$ cat config.mk
export PLATFORM = sky130hd
export DESIGN_NAME = risc_control_fsm
export DESIGN_NICKNAME = d
export VERILOG_FILES = /design/src/rtl/risc_control_fsm.sv
export SDC_FILE = /design/constraint.sdc
export NUM_CORES = 1
export LEC_CHECK = 0
export CAP_MARGIN = 20
export CORE_MARGIN = 8
export CORE_UTILIZATION = 65
export CTS_BUF_LIST = sky130_fd_sc_hd__clkbuf_4 sky130_fd_sc_hd__clkbuf_8
export DETAILED_ROUTE_END_ITERATION = 12
export DONT_BUFFER_PORTS = 1
export PLACE_DENSITY = 0.81
export SETUP_SLACK_MARGIN = 0.02
export SLEW_MARGIN = 20
export SYNTH_ARGS = -nofsm -noshare
export SYNTH_HDL_FRONTEND = slang
export SYNTH_SLANG_ARGS = --single-unit
$ cat constraint.sdc
create_clock -name clk -period 2.6 [get_ports clk]
set_clock_uncertainty 0.15 [all_clocks]
set_input_delay 0 -clock clk [delete_from_list [all_inputs] [get_ports clk]]
set_output_delay 0 -clock clk [all_outputs]
set_load 0.02 [all_outputs]
$ cat src/rtl/risc_control_fsm.sv
`default_nettype none
// ============================================================================
//  Module   : risc_control_fsm
//  Purpose  : Multi-cycle control sequencer for the RISC core. Walks each
//             instruction through FETCH, DECODE, EXEC, MEM and WB, drives the
//             decoder load enable and memory handshakes, and produces the
//             per-cycle datapath controls.
//  Ports    : clk, rst              - clock, synchronous active-high reset
//             opcode_i, func_i      - decoded fields, valid from DECODE onward
//             mem_ready_i           - memory completes the current request
//             alu_zero_i            - ALU result is zero (used in EXEC)
//             state_o               - current state encoding
//             ir_write_o .. wb_mem_o - datapath / memory controls
//             halted_o, illegal_o   - stop status, sticky illegal flag
//             retired_o             - wrapping retired-instruction count
//  Revision : 1.0 - initial release
// ============================================================================
module risc_control_fsm #(
    parameter int unsigned RETIRE_W = 16
) (
    input  logic                clk,
    input  logic                rst,
    input  logic [5:0]          opcode_i,
    input  logic [5:0]          func_i,
    input  logic                mem_ready_i,
    input  logic                alu_zero_i,
    output logic [2:0]          state_o,
    output logic                ir_write_o,
    output logic                pc_inc_o,
    output logic                pc_jump_o,
    output logic                pc_branch_o,
    output logic                mem_req_o,
    output logic                mem_we_o,
    output logic                iord_o,
    output logic                alu_en_o,
    output logic [5:0]          alu_op_o,
    output logic                reg_write_o,
    output logic                wb_mem_o,
    output logic                halted_o,
    output logic                illegal_o,
    output logic [RETIRE_W-1:0] retired_o
);

    localparam logic [2:0] c_ST_IDLE   = 3'd0;
    localparam logic [2:0] c_ST_FETCH  = 3'd1;
    localparam logic [2:0] c_ST_DECODE = 3'd2;
    localparam logic [2:0] c_ST_EXEC   = 3'd3;
    localparam logic [2:0] c_ST_MEM    = 3'd4;
    localparam logic [2:0] c_ST_WB     = 3'd5;
    localparam logic [2:0] c_ST_HALT   = 3'd7;

    localparam logic [2:0] c_CLS_R     = 3'd0;
    localparam logic [2:0] c_CLS_LOAD  = 3'd1;
    localparam logic [2:0] c_CLS_STORE = 3'd2;
    localparam logic [2:0] c_CLS_BEQ   = 3'd3;
    localparam logic [2:0] c_CLS_JMP   = 3'd4;
    localparam logic [2:0] c_CLS_HALT  = 3'd5;
    localparam logic [2:0] c_CLS_ILL   = 3'd6;

    localparam logic [5:0] c_ALU_ADD   = 6'h20;
    localparam logic [5:0] c_ALU_SUB   = 6'h22;

    logic [2:0]          state_q, state_d;
    logic [2:0]          class_q, class_d;
    logic                illegal_q, illegal_d;
    logic [RETIRE_W-1:0] retired_q, retired_d;
    logic [2:0]          w_dec_class;
    logic                w_retire;
    logic                w_set_illegal;

    // Class of the live opcode; only meaningful in DECODE, where it is latched.
    always_comb begin
        w_dec_class = c_CLS_ILL;
        case (opcode_i)
            6'h00:   w_dec_class = c_CLS_R;
            6'h10:   w_dec_class = c_CLS_LOAD;
            6'h11:   w_dec_class = c_CLS_STORE;
            6'h20:   w_dec_class = c_CLS_BEQ;
            6'h21:   w_dec_class = c_CLS_JMP;
            6'h3F:   w_dec_class = c_CLS_HALT;
            default: w_dec_class = c_CLS_ILL;
        endcase
    end

    // State register plus the bookkeeping registers that move with it.
    always_ff @(posedge clk) begin
        if (rst) begin
            state_q   <= c_ST_IDLE;
            class_q   <= c_CLS_R;
            illegal_q <= 1'b0;
            retired_q <= '0;
        end else begin
            state_q   <= state_d;
            class_q   <= class_d;
            illegal_q <= illegal_d;
            retired_q <= retired_d;
        end
    end

    // Next-state logic. DECODE steers on the live opcode; later states use
    // the class latched at the end of DECODE.
    always_comb begin
        state_d       = state_q;
        w_retire      = 1'b0;
        w_set_illegal = 1'b0;
        case (state_q)
            c_ST_IDLE:  state_d = c_ST_FETCH;
            c_ST_FETCH: begin
                if (mem_ready_i) state_d = c_ST_DECODE;
            end
            c_ST_DECODE: begin
                case (w_dec_class)
                    c_CLS_R, c_CLS_LOAD, c_CLS_STORE, c_CLS_BEQ: state_d = c_ST_EXEC;
                    c_CLS_JMP: begin
                        state_d  = c_ST_FETCH;
                        w_retire = 1'b1;
                    end
                    c_CLS_HALT: begin
                        state_d  = c_ST_HALT;
                        w_retire = 1'b1;
                    end
                    default: begin
                        state_d       = c_ST_HALT;
                        w_set_illegal = 1'b1;
                    end
                endcase
            end
            c_ST_EXEC: begin
                case (class_q)
                    c_CLS_LOAD, c_CLS_STORE: state_d = c_ST_MEM;
                    c_CLS_BEQ: begin
                        state_d  = c_ST_FETCH;
                        w_retire = 1'b1;
                    end
                    default: state_d = c_ST_WB;
                endcase
            end
            c_ST_MEM: begin
                if (mem_ready_i) begin
                    if (class_q == c_CLS_STORE) begin
                        state_d  = c_ST_FETCH;
                        w_retire = 1'b1;
                    end else begin
                        state_d = c_ST_WB;
                    end
                end
            end
            c_ST_WB: begin
                state_d  = c_ST_FETCH;
                w_retire = 1'b1;
            end
            c_ST_HALT: state_d = c_ST_HALT;
            // Encoding 6 is unreachable; recover through IDLE.
            default:   state_d = c_ST_IDLE;
        endcase
    end

    always_comb begin
        class_d   = (state_q == c_ST_DECODE) ? w_dec_class : class_q;
        illegal_d = illegal_q | w_set_illegal;
        retired_d = w_retire ? retired_q + RETIRE_W'(1) : retired_q;
    end

    // Output logic.
    always_comb begin
        ir_write_o  = 1'b0;
        pc_inc_o    = 1'b0;
        pc_jump_o   = 1'b0;
        pc_branch_o = 1'b0;
        mem_req_o   = 1'b0;
        mem_we_o    = 1'b0;
        iord_o      = 1'b0;
        alu_en_o    = 1'b0;
        alu_op_o    = 6'h00;
        reg_write_o = 1'b0;
        wb_mem_o    = 1'b0;
        halted_o    = 1'b0;
        case (state_q)
            c_ST_FETCH: begin
                mem_req_o = 1'b1;
                if (mem_ready_i) begin
                    ir_write_o = 1'b1;
                    pc_inc_o   = 1'b1;
                end
            end
            c_ST_DECODE: begin
                pc_jump_o = (w_dec_class == c_CLS_JMP);
            end
            c_ST_EXEC: begin
                alu_en_o = 1'b1;
                case (class_q)
                    c_CLS_R:                 alu_op_o = func_i;
                    c_CLS_LOAD, c_CLS_STORE: alu_op_o = c_ALU_ADD;
                    c_CLS_BEQ: begin
                        alu_op_o    = c_ALU_SUB;
                        pc_branch_o = alu_zero_i;
                    end
                    default:                 alu_op_o = 6'h00;
                endcase
            end
            c_ST_MEM: begin
                mem_req_o = 1'b1;
                iord_o    = 1'b1;
                mem_we_o  = (class_q == c_CLS_STORE);
            end
            c_ST_WB: begin
                reg_write_o = 1'b1;
                wb_mem_o    = (class_q == c_CLS_LOAD);
            end
            c_ST_HALT: halted_o = 1'b1;
            default: ;
        endcase
    end

    assign state_o   = state_q;
    assign illegal_o = illegal_q;
    assign retired_o = retired_q;

endmodule
`default_nettype wire

==> flow_summary.toml, run 1 <==
[status]
outcome = "finished clean"

[routing]
drt-total-wl_um = 4040
drt-initial-drc-count = 50
postRouteAntennaNets = 0
first_pass_iters = 4
remaining_drc_errors = 0
num_vias = 1477
post_drt_wl_per_cell_um = 18.6
viasPerCell = 6.81

[floorplanning]
num_io_pins = 53
chipWidth_um = 62.0
dieArea_sq_um = 3840
dieHeight_um = 62.0
fp.coreArea_sq_um = 1980
std_cell_rows = 16
initial_utilization_pct = 69.3

[synth]
synth_area_leaders = "dfxtp_1, a21oi_1, nor2_1, o31ai_1, or4_1"
synth_top_flop_cell = "dfxtp_1"
synth.net_count = 193
ys_warn_count = 0
synthArstFlopShare_pct = 0
synth_top_cell_by_area = "dfxtp_1"
ys_seq_area_share_pct = 33.5
synth_edf_count = 0
syn_avg_cell_area_sq_um = 7.80
synthCells = 176
netlist.area_leader.share_pct = 33.5
yosys_register_bits = 23
synthesis.area_sq_um = 1370
yosysUniqueCellTypes = 42

[power_and_ir_drop]
power_switching_share_pct = 39.0
total_leakage_power_nw = 0.533
pwr-share-seq_pct = 45.4
ir_drop_mv = 0.426
pwr-share-comb_pct = 35.7
p_switching_w = 0.000351
power.density_nw_per_um2 = 572
power_frac_clock_pct = 18.9
p_int_w = 0.000550

[timing]
rsz0062_at_grt = "false"
fin_ws_ns = 0.135
slew_violations = 0
max_freq_mhz = 406
hold_violations = 0
tightest_slew_ns = 0.879
fin_crit_ns = 2.47
finalCritPeriodShare_pct = 94.8
finalSetupViolCount = 0
fin_tns_setup_ns = 0
slew_headroom_pct = 41.2

[worst_setup_path]
worst-r2r-cell-count = 5
cp-start-kind = "flip-flop"
crit_fanout = 21
cp.required_ns = 2.70
critPathCaptureType = "flip-flop"
worstSetupPathType = "reg -> reg"
cp.arrival_ns = 2.56

[layout]
fin_nets = 208
layout_commonest_cell = "dfxtp_1"
insertedDiodeCount = 0
final_util_pct = 79.4
syn2layout_area_growth_pct = 14.6
layout-drive-gt1-share_pct = 9.47
layout_common_cells = "dfxtp_1, nor2_1, a21oi_1"

[clock_tree]
numCtsBuffers = 3
clkTransAtPathRegs_ns = 0.13
htreeDepth = 1
clock_latency_ns = 0.32
cts_setup_buffers = 0
cts_tree = "yes"
cts.sink_count = 23
ctsRootBufferMaster = "clkbuf_4"
clockBufferDepth = 2

[placed_design]
place_congestion = 0.846
port_buffers = 0
dp_hpwl_um = 2670
pre_cts_ws_ns = 0.217

[global_routing]
antenna_found_initial = 0
first_global_vias = 1304
grt_max_degree = 25
grt.overflow.total = 0
grt_use_total_pct = 21.2
grt_pass1_wl_um = 6140

[flow_run]
drv_cap = 0

[min_path]
hp-class = "in -> out"
hold_depth = 2
[power groups by stage]
| stage | Sequential [W] | Clock (W) | Combinational [W] |
|---|---|---|---|
| 3_5_place_dp | 0.000415 | 0 | 0.000284 |
| 4_1_cts | 0.000407 | 0.000168 | 0.000310 |
| 2_1_floorplan | 0.000421 | 0 | 0.000222 |
| 6_report | 0.000409 | 0.000170 | 0.000321 |
| 5_1_grt | 0.000412 | 0.000187 | 0.000350 |
| 3_3_place_gp | 0.000415 | 0 | 0.000276 |
[per-layer routing]
metal  global-route usage, %  up-vias  part of all wire [%]
li1                        -      694                     -
met1                    23.4      698                    38
met2                    37.2       83                    50
met3                    7.20        2                    12
met4                    6.49        0                  0.45
met5                       0        -                     0
[cell usage after synthesis (5+ instances only)]
library cell  number
a21oi_1           15
a31oi_1            6
and3_1             8
clkbuf_1           7
dfxtp_1           23
nand2_1           12
nand3_1            8
nor2_1            20
nor3_1             5
o31ai_1            9
or4_1              8
[logic make-up (layout without fill, tap and decap cells)]
kind of cell	after synthesis	after routing	share of synthesized area [%]
adders and majority gates	1	1	0.911
DFF	23	23	33.5
muxes	2	2	1.55
xor gates and xnor gates	6	6	3.83
buffers and inverters	15	29	5.01
AOI/OAI and AO/OA	43	43	20.3
and+or+nand+nor	86	86	34.8
[sequential cells by signal, indices dropped and copies added (netlist names)]
register	cells
retired_o	16
state_o	3
class_q	3
illegal_o	1
[repair_timing]
| action | 4_1_cts | 5_1_grt |
|---|---|---|
| hold buffers | 12 | 0 |
| endpoints found under the hold margin | 23 | 0 |
| endpoints found under the setup margin | 0 | 1 |
| gates resized for setup | 0 | 1 |
[area by class of cell]
type | count | area [sq um]
Clock inverter | 1 | 5.00
Sequential cell | 23 | 460
Clock buffer | 3 | 22.5
Multi-Input combinational cell | 138 | 848
Timing Repair Buffer | 21 | 188
Fill cell | 142 | 409
Inverter | 4 | 15.0
Tap cell | 27 | 33.8
[final timing paths]
check | from | end | slack, ns
hold reg to reg | class_q[2] | class_q[2] | 0.45
setup reg to reg | state_o[0] | retired_o[8] | 0.13
setup / recovery | state_o[0] | retired_o[8] | 0.13
hold / removal | alu_zero_i | pc_branch_o | 0.005
[critical path: stages (launching register included)]
cell and delay [ns]:
dfxtp_1 0.44, or3b_2 0.55, a211o_1 0.30, and3_4 0.28, or4_1 0.52, a21oi_1 0.16
[stage by stage]
| step | instance area (sq um) | std cells | power (W) | hold slack (ns) |
|---|---|---|---|---|
| floorplan | 1370 | 176 | 0.000643 | -0.0772 |
| global placement | 1420 | 201 | 0.000690 | -0.0771 |
| detailed placement | 1420 | 201 | 0.000699 | -0.0752 |
| CTS | 1570 | 217 | 0.000886 | 0.00683 |
| global route | 1570 | 217 | 0.000950 | 0.0305 |
| finish | 1570 | 217 | 0.000900 | 0.00511 |
No activity file was read; power rests on OpenSTA's default activity.
==> inputs of run 2 (changes only) <==
--- a/config.mk
+++ b/config.mk
@@ -7,11 +7,12 @@
 export LEC_CHECK = 0
 export CAP_MARGIN = 20
 export CORE_MARGIN = 8
-export CORE_UTILIZATION = 65
+export CORE_UTILIZATION = 68
 export CTS_BUF_LIST = sky130_fd_sc_hd__clkbuf_4 sky130_fd_sc_hd__clkbuf_8
 export DETAILED_ROUTE_END_ITERATION = 12
 export DONT_BUFFER_PORTS = 1
-export PLACE_DENSITY = 0.81
+export GPL_TIMING_DRIVEN = 0
+export PLACE_DENSITY = 0.86
 export SETUP_SLACK_MARGIN = 0.02
 export SLEW_MARGIN = 20
 export SYNTH_ARGS = -nofsm -noshare
==> constraint.sdc (replaced) <==
create_clock -name clk -period 3 [get_ports clk]
set_clock_uncertainty 0.15 [all_clocks]
set_input_delay 0 -clock clk [delete_from_list [all_inputs] [get_ports clk]]
set_output_delay 0 -clock clk [all_outputs]
set_load 0.02 [all_outputs]
==> flow_summary.toml, run 2 (same netlist as run 1, synthesis figures left out) <==
[clock_tree]
cts.sink_count = 23
cts_tree = "yes"
cts_setup_buffers = 0
numCtsBuffers = 3
clkTransAtPathRegs_ns = 0.14
htreeDepth = 1
clockBufferDepth = 2
clock_latency_ns = 0.32
ctsRootBufferMaster = "clkbuf_4"

[timing]
slew_headroom_pct = 51.4
rsz0062_at_grt = "false"
hold_violations = 0
tightest_slew_ns = 0.724
finalSetupViolCount = 0
fin_tns_setup_ns = 0
max_freq_mhz = 356
finalCritPeriodShare_pct = 93.6
fin_crit_ns = 2.81
hold_ws_ns = 0.00827
slew_violations = 0

[placed_design]
port_buffers = 0
dp_hpwl_um = 2890
place_congestion = 0.803

[status]
outcome = "finished clean"

[worst_setup_path]
crit_fanout = 10
max_stage_delay_ns = 0.44
cp-start-kind = "flip-flop"
worst-path-stages = 8
crit_chain = "buf_2 > and3b_1 > a31oi_1 > and3_4 > buf_6 > clkbuf_1 > mux2i_1 > nor2_1"
cp.arrival_ns = 2.85
crit_family = "buffers and inverters"
critPathCaptureType = "flip-flop"
cp_slowest_cell = "a31oi_1"
worstSetupPathType = "reg -> reg"
worst-r2r-cell-count = 8
cp_num_buf_inv = 3
cp.required_ns = 3.04

[power_and_ir_drop]
total_power_w = 0.000789
power.density_nw_per_um2 = 498
total_leakage_power_nw = 0.527
ir_drop_mv = 0.404

[routing]
wl_met1_um = 1600
post_drt_wl_per_cell_um = 19.2
postRouteAntennaNets = 0
first_pass_iters = 4
remaining_drc_errors = 0
num_vias = 1487
viasPerCell = 6.73
dr_wl_met3_um = 430
drt-total-wl_um = 4240
drt-initial-drc-count = 69
dr_wl_met2_um = 2180
maxUsedRoutingLayer = "met4"

[global_routing]
grt.overflow.total = 0
grt_use_total_pct = 23.1
grt_max_degree = 14
first_global_vias = 1512
grt_pass1_wl_um = 6630
antenna_found_initial = 0

[floorplanning]
num_io_pins = 53
initial_utilization_pct = 70.7
dieHeight_um = 60.9
chipWidth_um = 60.9
std_cell_rows = 16
dieArea_sq_um = 3710
fp.coreArea_sq_um = 1940

[layout]
layout-drive-gt1-share_pct = 6.70
fin_nets = 212
largest_register_ffs = 16
syn2layout_area_growth_pct = 15.5
layout_commonest_cell = "dfxtp_1"
insertedDiodeCount = 0
layout_common_cells = "dfxtp_1, nor2_1, a21oi_1"

[min_path]
hp-class = "in -> out"
hold_depth = 2

[flow_run]
drv_cap = 0
[run 2: area by class of cell]
type                    instances  area [sq um]
multi-input cells             138           855
flip-flops and latches         23           460
fillers                       138           357
repair buffers                 14           140
plain buffers                  11          53.8
well taps                      27          33.8
clock buffers                   3          22.5
inverters                       4          15.0
clock inverters                 1          5.00
[run 2: stage by stage]
step / cells / instance area [sq um] / utilization (%) / setup slack, ns
floorplan: 176 / 1370 / - / 0.609
global placement: 203 / 1410 / 72.4 / 0.408
detailed placement: 203 / 1410 / 72.4 / 0.183
CTS: 221 / 1570 / 81.1 / 0.149
global route: 221 / 1590 / 81.6 / 0.0787
finish: 221 / 1590 / 81.6 / 0.191
[run 2: worst paths after layout]
path | start | slack, ns | end
setup / recovery | state_o[2] | 0.19 | retired_o[1]
hold / removal | alu_zero_i | 0.008 | pc_branch_o
setup reg to reg | state_o[2] | 0.19 | retired_o[1]
hold reg to reg | class_q[2] | 0.46 | class_q[2]
[run 2: power breakdown]
part           leakage, nW  switching, W  internal, W
clock               0.0177     0.0000948    0.0000499
sequential           0.186     0.0000391     0.000327
combinational        0.323      0.000174     0.000105
[run 2: timing repair]
action                                  CTS  global route
endpoints found under the hold margin    23             0
hold buffers                             14             0
gates resized for setup                   0             2
endpoints found under the setup margin    0             6
[run 2: layer usage]
metal / up-vias / track usage (%)
met1: 708 / 22.1
met5: - / 0
li1: 699 / -
met4: 0 / 7.64
met2: 74 / 43.1
met3: 6 / 9.75
==> inputs of run 3 (changes only) <==
--- a/config.mk
+++ b/config.mk
@@ -5,14 +5,14 @@
 export SDC_FILE = /design/constraint.sdc
 export NUM_CORES = 1
 export LEC_CHECK = 0
+export ABC_CLOCK_PERIOD_IN_PS = 3000
 export CAP_MARGIN = 20
 export CORE_MARGIN = 8
-export CORE_UTILIZATION = 68
-export CTS_BUF_LIST = sky130_fd_sc_hd__clkbuf_4 sky130_fd_sc_hd__clkbuf_8
+export CORE_UTILIZATION = 66
 export DETAILED_ROUTE_END_ITERATION = 12
 export DONT_BUFFER_PORTS = 1
 export GPL_TIMING_DRIVEN = 0
-export PLACE_DENSITY = 0.86
+export PLACE_DENSITY = 0.84
 export SETUP_SLACK_MARGIN = 0.02
 export SLEW_MARGIN = 20
 export SYNTH_ARGS = -nofsm -noshare
==> flow_summary.toml, run 3 (same netlist as run 1, synthesis figures left out) <==
[worst_setup_path]
critPathCaptureType = "flip-flop"
crit_fanout = 4
worst-r2r-cell-count = 7
worstSetupPathType = "in -> reg"
rr_startpoint = "state_o[1]"
cp_slowest_cell = "dlygate4sd3_1"
cp-start-kind = "input port"
max_stage_delay_ns = 0.63
r2r-end = "class_q[0]"
cp.arrival_ns = 2.97
critPathMostFrequentCell = "dlygate4sd3_1"
cp.required_ns = 3.05
crit_chain = "dlygate4sd3_1 > nor3_4 > dlygate4sd3_1 > nand3_1 > dlygate4sd3_1 > a31oi_1 > dlygate4sd3_1 > nor2_1"
r2r_slack_ns = 0.20

[timing]
finalCritPeriodShare_pct = 97.2
rsz0062_at_grt = "false"
fin_tns_setup_ns = 0
hold_violations = 0
fin_crit_ns = 2.92
max_freq_mhz = 343
slew_headroom_pct = 51.2
fin_ws_ns = 0.0844
tightest_slew_ns = 0.726
finalSetupViolCount = 0
slew_violations = 0
hold_ws_ns = 0.00212

[floorplanning]
initial_utilization_pct = 70.0
dieHeight_um = 61.6
chipWidth_um = 61.6
std_cell_rows = 16
fp.coreArea_sq_um = 1960
num_io_pins = 53
dieArea_sq_um = 3800

[clock_tree]
cts.sink_count = 23
clockBufferDepth = 2
htreeDepth = 1
ctsRootBufferMaster = "clkbuf_4"
numCtsBuffers = 3
cts_tree = "yes"
clock_latency_ns = 0.32
clkTransAtPathRegs_ns = 0.14

[layout]
insertedDiodeCount = 0
layout-drive-gt1-share_pct = 6.63
layout_common_cells = "dfxtp_1, nor2_1, a21oi_1, dlygate4sd3_1, nand2_1"
syn2layout_area_growth_pct = 17.6
final_util_pct = 82.3
fin_nets = 214
largest_register_ffs = 16
layout_commonest_cell = "dfxtp_1"

[routing]
postRouteAntennaNets = 0
drt-initial-drc-count = 117
num_vias = 1547
post_drt_wl_per_cell_um = 20.3
first_pass_iters = 7
viasPerCell = 6.94
remaining_drc_errors = 0
drt-total-wl_um = 4520

[power_and_ir_drop]
ir_drop_mv = 0.387
total_leakage_power_nw = 0.540
total_power_w = 0.000798
power.density_nw_per_um2 = 494

[status]
outcome = "finished clean"

[placed_design]
pre_cts_ws_ns = 0.264
port_buffers = 0
dp_hpwl_um = 2750
place_congestion = 0.846

[global_routing]
grt_pass1_wl_um = 6850
antenna_found_initial = 0
first_global_vias = 1461
grt.overflow.total = 0
grt_use_total_pct = 23.7
grt_max_degree = 14

[min_path]
hold_start = "opcode_i[2]"
hp-class = "in -> reg"
hold_depth = 4
holdPathEnd = "state_o[2]"

[flow_run]
drv_cap = 0
==> run 3: per-layer routing <==
| metal | up-vias | part of all wire, % | GRT usage, % |
|---|---|---|---|
| li1 | 700 | - | - |
| met1 | 706 | 36 | 26.2 |
| met2 | 119 | 48 | 40.3 |
| met3 | 22 | 14 | 8.35 |
| met4 | 0 | 2.4 | 8.77 |
| met5 | - | 0 | 0 |
==> run 3: worst max path at each step <==
stage          cells after the start       endpoint   startpoint
3_3_place_gp                       8  retired_o[10]   state_o[2]
3_5_place_dp                       8   retired_o[7]   state_o[2]
2_1_floorplan                      6  retired_o[15]   state_o[1]
4_1_cts                            8      illegal_o  opcode_i[1]
6_report                           8      illegal_o  opcode_i[3]
5_1_grt                            8      illegal_o  opcode_i[3]
==> run 3: final cells by class <==
cell class                 instances  area (sq um)
buffer                            11          53.8
tap                               27          33.8
multi-input combinational        138           861
clock buffer                       3          22.5
timing repair buffer              16           163
fill                             149           348
inverter                           4          15.0
clock inverter                     1          5.00
sequential                        23           460
==> run 3: power breakdown <==
group	switching, W	internal [W]
Clock	0.000102	0.0000500
Sequential	0.0000398	0.000327
Combinational	0.000177	0.000103
==> run 3: through the flow <==
stage | cells | area [sq um]
after CTS | 223 | 1590
after floorplan | 176 | 1370
after global placement | 203 | 1410
after detailed placement | 203 | 1410
after global routing | 223 | 1610
final | 223 | 1610
==> run 3: critical path, delay by kind of cell <==
| family | cells | cell delay (ns) |
|---|---|---|
| AO/OA/AOI/OAI | 1 | 0.19 |
| buffers and inverters | 4 | 2.43 |
| AND/OR/NAND/NOR | 3 | 0.35 |
==> run 3: timing repair <==
item	CTS	global route
buffers inserted	0	0
endpoints found under the setup margin	0	2
resized for setup	0	4
hold endpoints to repair	23	0
hold buffers	16	0
